### src/rtl/axi_burst_mem_slave.sv
// ---------------------------------------------------------------------------
// axi_burst_mem_slave
//
// AXI4 INCR burst responder in front of a dual-port memory (one write port,
// one registered read port). Write bursts are streamed into the memory at one
// beat per cycle. Read bursts use one memory read followed by one R beat, so
// they deliver one beat every two cycles. The write and read channels are
// independent, and each channel has at most one burst outstanding.
//
// Ports
//   clk, rst             : clock, synchronous active-high reset
//   s_axi_aw*            : write address channel (word address, len = beats-1)
//   s_axi_w*             : write data channel (wlast is checked, not trusted)
//   s_axi_b*             : write response (00 OKAY, 10 SLVERR on wlast error)
//   s_axi_ar*            : read address channel
//   s_axi_r*             : read data channel
//   mem_write_*          : memory write port (en, address, data)
//   mem_read_*           : memory read port (en, address)
//   mem_data_out         : memory read data, valid the cycle after mem_read_en
// ---------------------------------------------------------------------------
module axi_burst_mem_slave #(
    parameter int DATA_WIDTH = 8,
    parameter int ADDR_WIDTH = 10
) (
    input  logic                  clk,
    input  logic                  rst,
    input  logic [ADDR_WIDTH-1:0] s_axi_awaddr,
    input  logic [7:0]            s_axi_awlen,
    input  logic                  s_axi_awvalid,
    output logic                  s_axi_awready,
    input  logic [DATA_WIDTH-1:0] s_axi_wdata,
    input  logic                  s_axi_wlast,
    input  logic                  s_axi_wvalid,
    output logic                  s_axi_wready,
    output logic [1:0]            s_axi_bresp,
    output logic                  s_axi_bvalid,
    input  logic                  s_axi_bready,
    input  logic [ADDR_WIDTH-1:0] s_axi_araddr,
    input  logic [7:0]            s_axi_arlen,
    input  logic                  s_axi_arvalid,
    output logic                  s_axi_arready,
    output logic [DATA_WIDTH-1:0] s_axi_rdata,
    output logic                  s_axi_rlast,
    output logic                  s_axi_rvalid,
    input  logic                  s_axi_rready,
    output logic                  mem_write_en,
    output logic [ADDR_WIDTH-1:0] mem_write_address,
    output logic [DATA_WIDTH-1:0] mem_data_in,
    output logic                  mem_read_en,
    output logic [ADDR_WIDTH-1:0] mem_read_address,
    input  logic [DATA_WIDTH-1:0] mem_data_out
);

    typedef enum logic [1:0] {W_IDLE, W_DATA, W_RESP} w_state_t;
    typedef enum logic [1:0] {R_IDLE, R_READ, R_DATA} r_state_t;

    // ---------------- write channel ----------------
    w_state_t              r_w_state;
    logic [ADDR_WIDTH-1:0] r_waddr;
    logic [7:0]            r_wlen;
    logic [7:0]            r_wcnt;
    logic                  r_werr;
    logic                  r_awready;
    logic                  r_wready;
    logic                  r_bvalid;
    logic [1:0]            r_bresp;

    logic w_aw_hs;
    logic w_w_hs;
    logic w_w_final;
    logic w_wlast_bad;

    assign w_aw_hs     = s_axi_awvalid & r_awready;
    assign w_w_hs      = s_axi_wvalid & r_wready;
    assign w_w_final   = (r_wcnt == r_wlen);
    // wlast must be present on the final beat and absent on all others.
    assign w_wlast_bad = (s_axi_wlast != w_w_final);

    // NOTE: sequential state uses non-blocking assignments only; where a
    // register gets a default and a later override in the same branch, the
    // last non-blocking assignment wins.
    always_ff @(posedge clk) begin
        if (rst) begin
            r_w_state <= W_IDLE;
            r_waddr   <= '0;
            r_wlen    <= '0;
            r_wcnt    <= '0;
            r_werr    <= 1'b0;
            r_awready <= 1'b0;
            r_wready  <= 1'b0;
            r_bvalid  <= 1'b0;
            r_bresp   <= 2'b00;
        end else begin
            case (r_w_state)
                W_IDLE: begin
                    r_awready <= 1'b1;
                    if (w_aw_hs) begin
                        r_waddr   <= s_axi_awaddr;
                        r_wlen    <= s_axi_awlen;
                        r_wcnt    <= '0;
                        r_werr    <= 1'b0;
                        r_awready <= 1'b0;
                        r_wready  <= 1'b1;
                        r_w_state <= W_DATA;
                    end
                end
                W_DATA: begin
                    if (w_w_hs) begin
                        r_waddr <= r_waddr + 1'b1;  // wraps modulo 2^ADDR_WIDTH
                        r_wcnt  <= r_wcnt + 8'd1;
                        if (w_wlast_bad) r_werr <= 1'b1;
                        // The beat count alone ends the burst; wlast only
                        // affects the response code.
                        if (w_w_final) begin
                            r_wready  <= 1'b0;
                            r_bvalid  <= 1'b1;
                            r_bresp   <= (r_werr | w_wlast_bad) ? 2'b10 : 2'b00;
                            r_w_state <= W_RESP;
                        end
                    end
                end
                W_RESP: begin
                    if (s_axi_bready) begin
                        r_bvalid  <= 1'b0;
                        r_bresp   <= 2'b00;
                        r_awready <= 1'b1;
                        r_w_state <= W_IDLE;
                    end
                end
                default: r_w_state <= W_IDLE;
            endcase
        end
    end

    assign s_axi_awready     = r_awready;
    assign s_axi_wready      = r_wready;
    assign s_axi_bvalid      = r_bvalid;
    assign s_axi_bresp       = r_bresp;
    // The strobe is masked by rst so a beat presented while reset is asserted
    // never reaches the memory.
    assign mem_write_en      = r_wready & s_axi_wvalid & ~rst;
    assign mem_write_address = r_waddr;
    assign mem_data_in       = r_wready ? s_axi_wdata : '0;

    // ---------------- read channel ----------------
    r_state_t              r_r_state;
    logic [ADDR_WIDTH-1:0] r_raddr;
    logic [7:0]            r_rlen;
    logic [7:0]            r_rcnt;
    logic                  r_arready;
    logic                  r_rvalid;
    logic                  r_rd_en;

    logic w_ar_hs;
    logic w_rlast;

    assign w_ar_hs = s_axi_arvalid & r_arready;
    assign w_rlast = r_rvalid & (r_rcnt == r_rlen);

    always_ff @(posedge clk) begin
        if (rst) begin
            r_r_state <= R_IDLE;
            r_raddr   <= '0;
            r_rlen    <= '0;
            r_rcnt    <= '0;
            r_arready <= 1'b0;
            r_rvalid  <= 1'b0;
            r_rd_en   <= 1'b0;
        end else begin
            case (r_r_state)
                R_IDLE: begin
                    r_arready <= 1'b1;
                    if (w_ar_hs) begin
                        r_raddr   <= s_axi_araddr;
                        r_rlen    <= s_axi_arlen;
                        r_rcnt    <= '0;
                        r_arready <= 1'b0;
                        r_rd_en   <= 1'b1;
                        r_r_state <= R_READ;
                    end
                end
                R_READ: begin
                    // Memory output becomes valid now and is held by the
                    // memory until the next read strobe.
                    r_rd_en   <= 1'b0;
                    r_rvalid  <= 1'b1;
                    r_r_state <= R_DATA;
                end
                R_DATA: begin
                    if (s_axi_rready) begin
                        r_rvalid <= 1'b0;
                        if (w_rlast) begin
                            r_arready <= 1'b1;
                            r_r_state <= R_IDLE;
                        end else begin
                            r_raddr   <= r_raddr + 1'b1;
                            r_rcnt    <= r_rcnt + 8'd1;
                            r_rd_en   <= 1'b1;
                            r_r_state <= R_READ;
                        end
                    end
                end
                default: r_r_state <= R_IDLE;
            endcase
        end
    end

    assign s_axi_arready    = r_arready;
    assign s_axi_rvalid     = r_rvalid;
    assign s_axi_rlast      = w_rlast;
    assign s_axi_rdata      = r_rvalid ? mem_data_out : '0;
    assign mem_read_en      = r_rd_en & ~rst;
    assign mem_read_address = r_raddr;

endmodule

### config.mk
export PLATFORM = sky130hd
export DESIGN_NAME = axi_burst_mem_slave
export DESIGN_NICKNAME = d
export VERILOG_FILES = /design/src/rtl/axi_burst_mem_slave.sv
export SDC_FILE = /design/constraint.sdc
export NUM_CORES = 1
export LEC_CHECK = 0
export ABC_AREA = 1
export BUFFER_PORTS_ARGS = -buffer_cell sky130_fd_sc_hd__buf_2
export CAP_MARGIN = 20
export CORE_MARGIN = 4
export CORE_UTILIZATION = 52
export DETAILED_ROUTE_END_ITERATION = 10
export PLACE_DENSITY = 0.87
export SETUP_SLACK_MARGIN = 0.2
export SYNTH_ARGS = -nofsm -noshare
export SYNTH_HDL_FRONTEND = slang
export SYNTH_SLANG_ARGS = --single-unit
### constraint.sdc
create_clock -name clk -period 2.05 [get_ports clk]
set_input_delay 0.615 -clock clk [delete_from_list [all_inputs] [get_ports clk]]
set_output_delay 0.615 -clock clk [all_outputs]
set_load 0.01 [all_outputs]
==> flow_summary.json <==
{
  "ir_drop_v": 0.000471,
  "io_pins": 106,
  "fin_area_mm2": 0.00461,
  "clk_pin_slew_ps": 70,
  "antenna_found_initial": 0,
  "finClkSkew_ps": 7.44,
  "synth_nets": 618,
  "p_leak_nw": 2.32,
  "routed_via_density": 5.27,
  "worst-path-max-fanout": 5,
  "syn_area_per_cell_um2": 6.50,
  "hpwlAfterDp_mm": 6.93,
  "rsz0062_at_grt": "true",
  "critPathCapture": "s_axi_rlast",
  "clk-insertion-delay-late_ps": 340,
  "cap_violations": 0,
  "routedWlPerCell_um": 13.2,
  "fmax_ghz": 0.482,
  "drive_gt1_share_pct": 29.2,
  "grt_pass1_wl_mm": 15.6,
  "totalWireLength_mm": 10.1,
  "ys.flop_type": "dfxtp_1",
  "clock_path_buffers": 2,
  "hold_slack_ps": 470,
  "finalNonFillerCells": 761,
  "ant_nets": 0,
  "slew_violations": 0,
  "rr_endpoint": "r_rcnt[2]",
  "syn2layout_area_growth_pct": 28.0,
  "arrival_ps": 1460,
  "synth_cell_types": 40,
  "dieArea_mm2": 0.00831,
  "fin_util_pct": 68.2,
  "yosys.area.top_type": "dfxtp_1",
  "violations": "setup timing",
  "grt_start_max_net_pins": 24,
  "ff2ff_path_depth": 12,
  "cts_hold_buf": 0,
  "netlist_area_mm2": 0.00360,
  "drc": 0,
  "fin_crit_sh_pct": 101,
  "ys_seq_area_share_pct": 35.6,
  "r2r-start": "r_rcnt[1]",
  "grt_use_total_pct": 22.5,
  "hold_class": "flip-flop to flip-flop",
  "port_buffers": 104,
  "min_period_ps": 2070,
  "clock_sinks": 64,
  "core_mm2": 0.00676,
  "setup_viol": 1,
  "critPathLaunch": "r_rcnt[1]",
  "pre_cts_ws_ps": 189,
  "cp-start-kind": "flip-flop",
  "grt_pass1_vias": 3674,
  "antenna_cells": 0,
  "setup_slack_ps": -24.9,
  "dp.cells": 730,
  "final_nets": 741,
  "finalWeightedCongestion": 0.875,
  "yosys_warnings": 0,
  "rows": 30,
  "synth-edff-count": 0,
  "finalHoldViolCount": 0,
  "start_util_pct": 53.3,
  "status": "finished, violations left",
  "die_h_um": 91.2,
  "first_pass_iters": 5,
  "required_ps": 1430,
  "ys_seq_elements": 64,
  "ys_async_sr_fraction_pct": 0,
  "critical_path_class": "flip-flop to primary output",
  "syn_inst": 554,
  "critPathCaptureType": "primary output",
  "tritoncts": "done",
  "die_w_um": 91.2,
  "power.density_mw_per_mm2": 735,
  "yosys.area.top_type_share_pct": 35.6,
  "cts_buffers": 9,
  "r2r_setup_slack_ps": 230,
  "dpl-instance-area_mm2": 0.00420,
  "htreeDepth": 3,
  "vias": 4010,
  "synth_area_leaders": "dfxtp_1 36%, nand2_1 15%, nor2_1 7.6%",
  "first_iter_violations": 205,
  "ctsRootBufferMaster": "clkbuf_8",
  "grt_overflow": 0
}
==> state kept, by name (all words and copies together) (netlist names), 2 cells and up <==
name	cells
r_r_state	2
r_w_state	2
mem_read_address	10
r_rcnt	8
r_wcnt	8
r_wlen	8
r_rlen	8
mem_write_address	10
==> cells by family (layout without fill, tap and decap cells) <==
group | after synthesis | count (layout) | synth area share [%]
AND/OR/NAND/NOR | 281 | 284 | 33.9
buffers and inverters | 98 | 222 | 11.2
AO/OA/AOI/OAI | 95 | 95 | 15.2
flip-flops | 64 | 64 | 35.6
XOR/XNOR | 11 | 11 | 2.68
adder cells (fa/ha/maj) | 4 | 4 | 1.39
other | 1 | 1 | 0.104
==> timing repair <==
action | 4_1_cts | 5_1_grt
pin swaps | 3 | 6
cloned | 0 | 3
gates resized for setup | 17 | 11
buffers inserted | 6 | 7
endpoints found under the setup margin | 2 | 21
==> cell usage after synthesis (all sizes together), types with 6 or more instances <==
cell,n
nor2,79
clkbuf,6
nand4,7
inv,76
dfxtp,64
nand2,153
a21oi,41
o21ai,40
xnor2,7
nand3,32
buf,14
==> how the worst min path moves through the flow <==
stage,from,endpoint,cells past startpoint
final,s_axi_bvalid,s_axi_bvalid,2
after global routing,s_axi_bvalid,s_axi_bvalid,2
after CTS,s_axi_bvalid,s_axi_bvalid,2
after detailed placement,s_axi_bvalid,s_axi_bvalid,2
after global placement,s_axi_bvalid,s_axi_bvalid,2
after floorplan,r_rlen[1],r_rlen[1],2
==> report_power, final <==
group          total (mW)  internal, mW  switching, mW
registers            1.46          1.35          0.110
clock network        1.13         0.656          0.470
logic               0.799         0.325          0.474
==> layout by cell type (no fill, tap or decap), types with 4 or more instances in the layout <==
cell,n
xor2_1,4
nand2_1,144
clkbuf_8,12
dfxtp_1,51
nand3_1,30
dfxtp_2,10
buf_2,104
buf_4,24
nand4_1,7
xnor2_1,7
nor2_2,6
nor2_1,70
inv_2,9
a21oi_1,34
inv_1,67
a21oi_2,7
a31oi_1,4
ha_1,4
o21ai_0,37
nand2_2,8
==> routing by layer <==
metal,up-vias,wire length [µm],global-route usage (%),share of wire (%)
met5,-,0,0,0
met4,0,211,8.54,2.1
met3,29,674,3.81,6.7
met2,165,5260,42.0,52
met1,1818,3910,25.2,39
li1,1998,-,-,-
==> critical path, cell delays in order, from the launching register on <==
cell,delay [ps]
dfxtp_4,390
inv_2,30
nand2_1,50
nand2_1,70
nor2_2,130
nand2_2,90
nor3b_4,210
buf_2,160
==> metrics by stage <==
| stage | setup TNS, ps | power (mW) |
|---|---|---|
| global route | -76.1 | 3.56 |
| CTS | 0 | 3.36 |
| floorplan | 0 | 1.96 |
| finish | -24.9 | 3.39 |
| detailed placement | 0 | 2.22 |
| global placement | 0 | 2.19 |
==> layout make-up <==
type	instances	area (µm²)
inverter	78	293
timing repair buffer	129	721
clock buffer	13	169
sequential	64	1310
fill	561	2150
tap	80	100
multi-input combinational	395	1980
clock inverter	2	37.5
No activity file was read; power rests on OpenSTA's default activity.
